File: src/rtl/key_beep_multi.sv
// Multi-key debouncer with press/release/long-press events and a beeper that
// sounds once for a short press and twice for a long press.
//
// state | meaning
// ------+---------------------------------------------------------
// IDLE  | silent, waiting for a press or long-press event
// BEEP1 | first (or only) beep, BEEP_CYC cycles
// GAP   | silence between the two beeps of a long press
// BEEP2 | second beep of a long press, BEEP_CYC cycles
module key_beep_multi #(
  parameter int KEY_NUM      = 4,
  parameter int DEBOUNCE_CYC = 1_000_000,
  parameter int LONG_CYC     = 50_000_000,
  parameter int BEEP_CYC     = 5_000_000,
  parameter int TONE_DIV     = 0
) (
  input  logic               sys_clk,
  input  logic               sys_rst_n,
  input  logic [KEY_NUM-1:0] key,
  input  logic               beep_en,
  output logic [KEY_NUM-1:0] key_level,
  output logic [KEY_NUM-1:0] key_press,
  output logic [KEY_NUM-1:0] key_release,
  output logic [KEY_NUM-1:0] key_long,
  output logic               beep
);

  localparam int DW = $clog2(DEBOUNCE_CYC);
  localparam int LW = $clog2(LONG_CYC + 1);
  localparam int BW = $clog2(BEEP_CYC);
  localparam int TW = (TONE_DIV > 1) ? $clog2(TONE_DIV) : 1;

  localparam logic [DW-1:0] DEB_LAST  = DW'(DEBOUNCE_CYC - 1);
  localparam logic [LW-1:0] LONG_LAST = LW'(LONG_CYC - 1);
  localparam logic [LW-1:0] LONG_SAT  = LW'(LONG_CYC);
  localparam logic [BW-1:0] BEEP_LAST = BW'(BEEP_CYC - 1);
  localparam logic [TW-1:0] TONE_LAST = (TONE_DIV > 0) ? TW'(TONE_DIV - 1) : '0;

  typedef enum logic [1:0] {S_IDLE, S_BEEP1, S_GAP, S_BEEP2} state_t;

  logic [KEY_NUM-1:0] sync1_q, sync2_q;
  logic [KEY_NUM-1:0] level_q, level_d;
  logic [KEY_NUM-1:0] press_q, press_d;
  logic [KEY_NUM-1:0] release_q, release_d;
  logic [KEY_NUM-1:0] long_q, long_d;

  always_ff @(posedge sys_clk or negedge sys_rst_n) begin
    if (!sys_rst_n) begin
      sync1_q   <= '1;
      sync2_q   <= '1;
      level_q   <= '0;
      press_q   <= '0;
      release_q <= '0;
      long_q    <= '0;
    end else begin
      sync1_q   <= key;
      sync2_q   <= sync1_q;
      level_q   <= level_d;
      press_q   <= press_d;
      release_q <= release_d;
      long_q    <= long_d;
    end
  end

  for (genvar k = 0; k < KEY_NUM; k++) begin : g_key
    logic [DW-1:0] dcnt_q, dcnt_d;
    logic [LW-1:0] lcnt_q, lcnt_d;
    logic          lvl_n, prs_n, rel_n, lng_n;

    always_comb begin
      dcnt_d = '0;
      lvl_n  = level_q[k];
      prs_n  = 1'b0;
      rel_n  = 1'b0;
      // Synced key is active-low; level is active-high.
      if (sync2_q[k] == level_q[k]) begin
        if (dcnt_q == DEB_LAST) begin
          lvl_n = ~level_q[k];
          prs_n = ~level_q[k];
          rel_n = level_q[k];
        end else begin
          dcnt_d = dcnt_q + DW'(1);
        end
      end

      lcnt_d = lcnt_q;
      lng_n  = 1'b0;
      if (!level_q[k] || rel_n) begin
        lcnt_d = '0;
      end else if (lcnt_q == LONG_LAST) begin
        lcnt_d = LONG_SAT;
        lng_n  = 1'b1;
      end else if (lcnt_q != LONG_SAT) begin
        lcnt_d = lcnt_q + LW'(1);
      end
    end

    always_ff @(posedge sys_clk or negedge sys_rst_n) begin
      if (!sys_rst_n) begin
        dcnt_q <= '0;
        lcnt_q <= '0;
      end else begin
        dcnt_q <= dcnt_d;
        lcnt_q <= lcnt_d;
      end
    end

    assign level_d[k]   = lvl_n;
    assign press_d[k]   = prs_n;
    assign release_d[k] = rel_n;
    assign long_d[k]    = lng_n;
  end

  state_t        state_q, state_d;
  logic [BW-1:0] bcnt_q, bcnt_d;
  logic          dbl_q, dbl_d;
  logic [TW-1:0] tdiv_q, tdiv_d;
  logic          tone_q, tone_d;
  logic          beep_q, beep_d;
  logic          long_hit, sounding_d, tone_rst;

  always_comb begin
    state_d  = state_q;
    bcnt_d   = bcnt_q;
    dbl_d    = dbl_q;
    long_hit = beep_en && (|long_q);
    if (!beep_en) begin
      state_d = S_IDLE;
      bcnt_d  = '0;
      dbl_d   = 1'b0;
    end else if (long_hit) begin
      // A long press restarts the sequence from any state.
      state_d = S_BEEP1;
      bcnt_d  = '0;
      dbl_d   = 1'b1;
    end else begin
      case (state_q)
        S_IDLE: begin
          if (|press_q) begin
            state_d = S_BEEP1;
            bcnt_d  = '0;
            dbl_d   = 1'b0;
          end
        end
        S_BEEP1: begin
          if (bcnt_q == BEEP_LAST) begin
            bcnt_d  = '0;
            state_d = dbl_q ? S_GAP : S_IDLE;
          end else begin
            bcnt_d = bcnt_q + BW'(1);
          end
        end
        S_GAP: begin
          if (bcnt_q == BEEP_LAST) begin
            bcnt_d  = '0;
            state_d = S_BEEP2;
          end else begin
            bcnt_d = bcnt_q + BW'(1);
          end
        end
        S_BEEP2: begin
          if (bcnt_q == BEEP_LAST) begin
            bcnt_d  = '0;
            state_d = S_IDLE;
          end else begin
            bcnt_d = bcnt_q + BW'(1);
          end
        end
        default: begin
          state_d = S_IDLE;
          bcnt_d  = '0;
        end
      endcase
    end

    sounding_d = (state_d == S_BEEP1) || (state_d == S_BEEP2);
    tone_rst   = sounding_d && ((state_d != state_q) || long_hit);
    tdiv_d     = tdiv_q;
    tone_d     = tone_q;
    // Each beep starts with the tone low.
    if (!sounding_d || tone_rst) begin
      tdiv_d = '0;
      tone_d = 1'b0;
    end else if (tdiv_q == TONE_LAST) begin
      tdiv_d = '0;
      tone_d = ~tone_q;
    end else begin
      tdiv_d = tdiv_q + TW'(1);
    end
    beep_d = sounding_d && ((TONE_DIV == 0) ? 1'b1 : tone_d);
  end

  always_ff @(posedge sys_clk or negedge sys_rst_n) begin
    if (!sys_rst_n) begin
      state_q <= S_IDLE;
      bcnt_q  <= '0;
      dbl_q   <= 1'b0;
      tdiv_q  <= '0;
      tone_q  <= 1'b0;
      beep_q  <= 1'b0;
    end else begin
      state_q <= state_d;
      bcnt_q  <= bcnt_d;
      dbl_q   <= dbl_d;
      tdiv_q  <= tdiv_d;
      tone_q  <= tone_d;
      beep_q  <= beep_d;
    end
  end

  assign key_level   = level_q;
  assign key_press   = press_q;
  assign key_release = release_q;
  assign key_long    = long_q;
  assign beep        = beep_q;

endmodule

File: config.mk
export PLATFORM = sky130hd
export DESIGN_NAME = key_beep_multi
export DESIGN_NICKNAME = d
export VERILOG_FILES = /design/src/rtl/key_beep_multi.sv
export SDC_FILE = /design/constraint.sdc
export NUM_CORES = 1
export LEC_CHECK = 0
export CAP_MARGIN = 20
export CORE_MARGIN = 3
export CORE_UTILIZATION = 33
export DETAILED_ROUTE_END_ITERATION = 12
export PLACE_DENSITY_LB_ADDON = 0.12
export SYNTH_ARGS = -nofsm -noshare
export SYNTH_HDL_FRONTEND = slang
export SYNTH_SLANG_ARGS = --single-unit
File: constraint.sdc
create_clock -name sys_clk -period 2.1 [get_ports sys_clk]
set_input_delay 0.525 -clock sys_clk [delete_from_list [all_inputs] [get_ports sys_clk]]
set_output_delay 0.525 -clock sys_clk [all_outputs]
set_load 0.05 [all_outputs]
==> flow_summary.json, run 1 <==
{
  "place.gp.congestion": 0.757,
  "synth-edff-count": 0,
  "fin_tns_setup_ns": 0,
  "dieWidth_um": 193,
  "cts_tree": "built",
  "setup_violations": 0,
  "ys_types": 55,
  "synthCells": 1189,
  "synthesis.nets": 1209,
  "route.detailed.wl_per_inst_um": 14.0,
  "place_ws_ns": -0.0889,
  "r2r-end": "g_key[1].lcnt_q[14]$_DFFE_PN0P_",
  "rsz0062_at_grt": "yes",
  "fin_crit_ns": 2.06,
  "synth_flop_cell": "dfrtp_1",
  "hpwl_um": 17400,
  "ant_nets": 0,
  "grt_pass1_wl_um": 43100,
  "end_kind": "register",
  "vias": 8613,
  "io_buffers": 23,
  "die_h_um": 193,
  "crit_type": "register to register",
  "wl_um": 24900,
  "ioPinCount": 24,
  "yosys.area.top_type": "dfrtp_1",
  "critPathMaxFanout": 7,
  "reg2reg_depth": 6,
  "max_freq_mhz": 485,
  "hp-start": "sync1_q[2]$_DFF_PN1_",
  "yosys_warnings": 0,
  "p_per_area_nw_per_um2": 708,
  "initial_core_util": 0.340,
  "grt_overflow": 0,
  "worst_slack_ns": 0.0365,
  "detail_route.drc_violations": 0,
  "cts_buffer_depth": 3,
  "clock-sinks": 234,
  "r2r_setup_slack_ns": 0.04,
  "min_to": "sync2_q[2]$_DFF_PN1_",
  "coreArea_um2": 34000,
  "layout-drive-gt1-share": 0.156,
  "cts_made_buffers": 28,
  "avgViaCountPerCell": 4.85,
  "crit_required_ns": 2.56,
  "fin_nets": 1327,
  "peakVddDrop_mv": 0.591,
  "nFillCells": 3449,
  "diodes": 0,
  "dr.pass1.iters": 4,
  "power.leakage_nw": 5.79,
  "slew_headroom": 0.658,
  "synth-seq-cells": 234,
  "clk_latency_ns": 0.54,
  "syn_area_per_cell_um2": 9.72,
  "startpoint_type": "register",
  "clock-root-buffer": "clkbuf_16",
  "maxCapViolCount": 0,
  "grt_pass1_vias": 8510,
  "htreeDepth": 1,
  "maxSlewViolCount": 0,
  "design.die.area_um2": 37300,
  "antenna_found_initial": 0,
  "seq_area_um2": 5870,
  "skew_ns": 0.0140,
  "multiInputGateArea_um2": 5510,
  "async_flop_share": 1.00,
  "worstReg2RegStart": "g_key[1].lcnt_q[1]$_DFFE_PN0P_",
  "path_clk_slew_ns": 0.06,
  "min_period_over_period": 0.983,
  "worst_pin_slew_ns": 0.509,
  "status": "complete, no violations",
  "crit_arrival_ns": 2.53,
  "hold_class": "register to register",
  "yosysSeqAreaShare": 0.507,
  "synth_top_area_frac": 0.489,
  "grt_usage": 0.138,
  "num_rows": 67,
  "netlist_area_um2": 11600,
  "synthTopCellsByArea": "dfrtp_1 (49%), xor2_1 (7.5%), nor2_1 (7.1%)",
  "area_growth_syn_to_layout_pct": 22.1,
  "hold_viol_final": 0,
  "hold_depth": 0,
  "worst_hold_slack_ns": 0.355,
  "drt_iter0_markers": 378,
  "grt_max_degree": 46
}
critical path, cell delays in order, from the launching register on:
cell	delay, ns
dfrtp_1	0.41
ha_2	0.22
nand3_2	0.10
or4_4	0.53
buf_4	0.18
or3_2	0.42
a21oi_2	0.14
area by class of cell:
cell class	instances	area share
clock inverters	10	0.0114
clock buffers	42	0.0605
flip-flops and latches	234	0.416
well taps	448	0.0397
inverters	35	0.00931
multi-input cells	888	0.391
repair buffers	120	0.0723
per-stage QoR:
stage	cell area, um2	power, mW	util	std cells
3_5_place_dp	13000	4.90	0.382	1722
5_1_grt	14100	10.4	0.415	1777
6_report	14100	9.99	0.415	1777
2_1_floorplan	11600	4.72	-	1189
3_3_place_gp	13000	4.90	0.382	1722
4_1_cts	14000	10.2	0.412	1775
registers in the layout, indices dropped and copies added, names as in the netlist, 4 cells and up:
register / flops
g_key.lcnt_q: 104
g_key.dcnt_q: 80
bcnt_q: 23
key_level: 4
key_long: 4
key_press: 4
key_release: 4
sync1_q: 4
sync2_q: 4
layer usage:
layer  track usage  vias to the layer above  part of all wire
met5             0                        -                 0
met4        0.0314                        0             0.014
met3        0.0240                       22             0.037
met2         0.215                       87              0.44
met1         0.201                     4151              0.51
li1              -                     4353                 -
Yosys cell counts, drive strengths merged (2+ instances only):
master / number
dfstp: 8
nor4: 36
nand3: 92
nand2b: 11
nand4b: 4
nor2b: 6
xnor2: 78
nor4bb: 3
inv: 35
a21o: 3
nor4b: 9
and3: 28
nand4: 51
a41o: 3
o22ai: 6
xor2: 99
a21oi: 26
buf: 17
clkbuf: 15
nor2: 218
nor3b: 3
a211oi: 2
ha: 13
or3: 14
or4: 8
or3b: 4
nand3b: 7
and4: 22
o21ai: 16
nor3: 29
dfrtp: 226
and2: 8
mux2i: 5
nand2: 67
or2: 6
worst max-delay path by stage:
stage / endpoint / startpoint / cells past startpoint
after global routing: g_key[1].lcnt_q[0]$_DFFE_PN0P_ / g_key[1].lcnt_q[1]$_DFFE_PN0P_ / 7
after floorplan: bcnt_q[13]$_DFFE_PN0P_ / key_press[3]$_DFF_PN0_ / 5
after global placement: bcnt_q[20]$_DFFE_PN0P_ / beep_en / 6
final: g_key[1].lcnt_q[14]$_DFFE_PN0P_ / g_key[1].lcnt_q[1]$_DFFE_PN0P_ / 6
after detailed placement: bcnt_q[20]$_DFFE_PN0P_ / beep_en / 6
after CTS: g_key[1].lcnt_q[14]$_DFFE_PN0P_ / g_key[1].lcnt_q[1]$_DFFE_PN0P_ / 6
report_power, final:
group | switching (mW) | internal, mW
clock | 1.90 | 3.29
sequential | 0.0274 | 4.54
combinational | 0.156 | 0.0790
layout by cell type (no fill, tap or decap), types with 6 or more instances in the layout:
cell	instances
dfrtp_1	220
nor2_1	218
buf_4	100
xor2_1	99
nand3_1	90
xnor2_1	78
nand2_1	67
nand4_1	51
inv_1	35
nor3_1	29
and3_1	28
clkbuf_16	28
nor4_1	27
a21oi_1	24
and4_1	22
o21ai_0	16
or3_1	12
ha_1	12
clkbuf_8	10
nand2b_1	9
nor4_2	8
nor4b_1	8
and2_1	8
dfstp_2	8
nand3b_1	7
buf_12	7
nor2b_1	6
or4_4	6
o22ai_1	6
dfrtp_2	6
what timing repair did:
item,in CTS,in global routing
gates resized for setup,5,17
pin swaps,0,2
endpoints found under the setup margin,5,85
setup buffers,0,2
endpoints found under the hold margin,36,0
hold buffers,1,0
cells by family after synthesis:
logic type               after synthesis  share of synthesized area
XOR/XNOR                             177                      0.134
adder cells (fa/ha/maj)               13                     0.0141
AND/OR/NAND/NOR                      628                      0.282
buffers and inverters                 67                     0.0236
flip-flops                           234                      0.507
multiplexers                           6                    0.00530
AO/OA/AOI/OAI                         64                     0.0340
Note: power is estimated with default switching activity, not from simulation.
==> inputs of run 2 (changes only) <==
Settings changed: ABC_AREA set to 0.
==> results of run 2 <==
Same layout as run 1: the final DEF is identical, and so are final timing and power.
==> inputs of run 3 (changes only) <==
Settings changed: CORE_MARGIN 3 to 2.
==> flow_summary.json, run 3 (synthesized netlist as in run 1, its figures left out) <==
{
  "slowest_stage": "or4_4",
  "route.detailed.wl_per_inst_um": 14.1,
  "end_kind": "register",
  "crit_required_ns": 2.53,
  "cts_made_buffers": 30,
  "crit_chain": "or4_4, nor4_4, buf_4, nor4_2, and4b_1, a211o_1",
  "top_register": "g_key.lcnt_q",
  "finalInstanceArea_um2": 14000,
  "maxCapViolCount": 0,
  "diodes": 0,
  "dieWidth_um": 191,
  "clk_latency_ns": 0.55,
  "grt_usage": 0.143,
  "clock-sinks": 234,
  "nFillCells": 3451,
  "htreeDepth": 1,
  "cts_buffer_depth": 3,
  "grt_pass1_vias": 8531,
  "vias": 8584,
  "io_buffers": 23,
  "peakVddDrop_mv": 0.599,
  "detail_route.drc_violations": 0,
  "grt_pass1_wl_um": 43700,
  "die_h_um": 191,
  "placed_area_um2": 12900,
  "slew_headroom": 0.672,
  "cp_top_family": "simple AND/OR/NAND/NOR gates",
  "critPathMaxFanout": 3,
  "drt_iter0_markers": 417,
  "hpwl_um": 17000,
  "fin_tns_setup_ns": 0,
  "crit_type": "register to register",
  "avgViaCountPerCell": 4.83,
  "hold_class": "register to register",
  "antenna_found_initial": 0,
  "largest_register_ffs": 104,
  "max_freq_mhz": 494,
  "hold_viol_final": 0,
  "fin_crit_ns": 2.02,
  "area_growth_syn_to_layout_pct": 21.2,
  "num_rows": 68,
  "slowest_delay_ns": 0.57,
  "p_per_area_nw_per_um2": 703,
  "initial_core_util": 0.335,
  "layout-drive-gt1-share": 0.140,
  "cts_tree": "built",
  "min_period_over_period": 0.963,
  "ioPinCount": 24,
  "reg_top3": "g_key.lcnt_q: 104 flops, g_key.dcnt_q: 80 flops, bcnt_q: 23 flops",
  "setup_violations": 0,
  "skew_ns": 0.00956,
  "final_common_cell": "dfrtp_1",
  "grt_max_degree": 65,
  "worst_pin_slew_ns": 0.494,
  "grt_overflow": 0,
  "power.leakage_nw": 5.73,
  "fin_nets": 1319,
  "wl_um": 25100,
  "cp_num_buf_inv": 1,
  "maxSlewViolCount": 0,
  "design.die.area_um2": 36500,
  "dr.pass1.iters": 4,
  "clock-root-buffer": "clkbuf_16",
  "path_clk_slew_ns": 0.06,
  "startpoint_type": "register",
  "coreArea_um2": 34500,
  "place.gp.congestion": 0.773,
  "post-route-util": 0.406,
  "status": "complete, no violations",
  "ant_nets": 0,
  "crit_arrival_ns": 2.46,
  "most-common-layout-cells": "dfrtp_1 (220), nor2_1 (218), xor2_1 (99)"
}
[run 3: changes by cell type in the layout (fill, tap and decap cells not counted), moves of 3 or more]
| cell | previous run | this run |
|---|---|---|
| buf_4 | 100 | 90 |
| clkbuf_16 | 28 | 31 |
| clkinv_2 | 5 | 2 |
| clkbuf_8 | 10 | 6 |
| clkbuf_1 | 4 | 14 |
[run 3: worst paths after layout]
check,to,depth (start not counted),slack [ns],start
worst max register to register,bcnt_q[12]$_DFFE_PN0P_,6,0.08,key_long[1]$_DFF_PN0_
worst max-delay path,bcnt_q[12]$_DFFE_PN0P_,6,0.08,key_long[1]$_DFF_PN0_
min in group asynchronous,g_key[1].dcnt_q[3]$_DFF_PN0_,2,0.43,sys_rst_n
worst min-delay path,sync2_q[2]$_DFF_PN1_,0,0.35,sync1_q[2]$_DFF_PN1_
max in group asynchronous,sync2_q[0]$_DFF_PN1_,3,1.00,sys_rst_n
worst min register to register,sync2_q[2]$_DFF_PN1_,0,0.35,sync1_q[2]$_DFF_PN1_
[run 3: area by class of cell]
class,count,area [um2],area share
clock buffer,51,911,0.0650
tap,455,569,0.0406
inverter,35,131,0.00938
multi-input combinational,888,5510,0.393
timing repair buffer,110,943,0.0673
clock inverter,4,70.1,0.00500
sequential,234,5870,0.419
[run 3: power breakdown]
| group | total, mW | switching, mW | internal, mW |
|---|---|---|---|
| Sequential | 4.57 | 0.0268 | 4.55 |
| Clock | 5.06 | 1.91 | 3.16 |
| Combinational | 0.221 | 0.154 | 0.0673 |
| Total | 9.86 | 2.09 | 7.77 |
[run 3: metal layers]
metal | part of all wire | track usage | vias up
li1 | - | - | 4348
met4 | 0.018 | 0.0358 | 0
met2 | 0.44 | 0.219 | 86
met5 | 0 | 0 | -
met3 | 0.035 | 0.0235 | 31
met1 | 0.51 | 0.211 | 4119
[run 3: stage by stage]
stage / cells / total power [mW] / worst slack (ns) / hold slack (ns)
floorplan: 1189 / 4.72 / -0.0571 / 0.229
finish: 1777 / 9.86 / 0.0777 / 0.346
global placement: 1718 / 4.88 / -0.0754 / 0.346
global route: 1777 / 10.3 / -0.00494 / 0.355
detailed placement: 1718 / 4.88 / -0.0706 / 0.348
CTS: 1774 / 10.1 / 0.00297 / 0.347
[run 3: timing repair]
| action | in CTS | in global routing |
|---|---|---|
| endpoints found under the setup margin | 7 | 92 |
| pin swaps | 0 | 4 |
| hold endpoints to repair | 23 | 0 |
| buffers inserted | 0 | 3 |
| hold buffers | 1 | 0 |
| resized for setup | 7 | 15 |
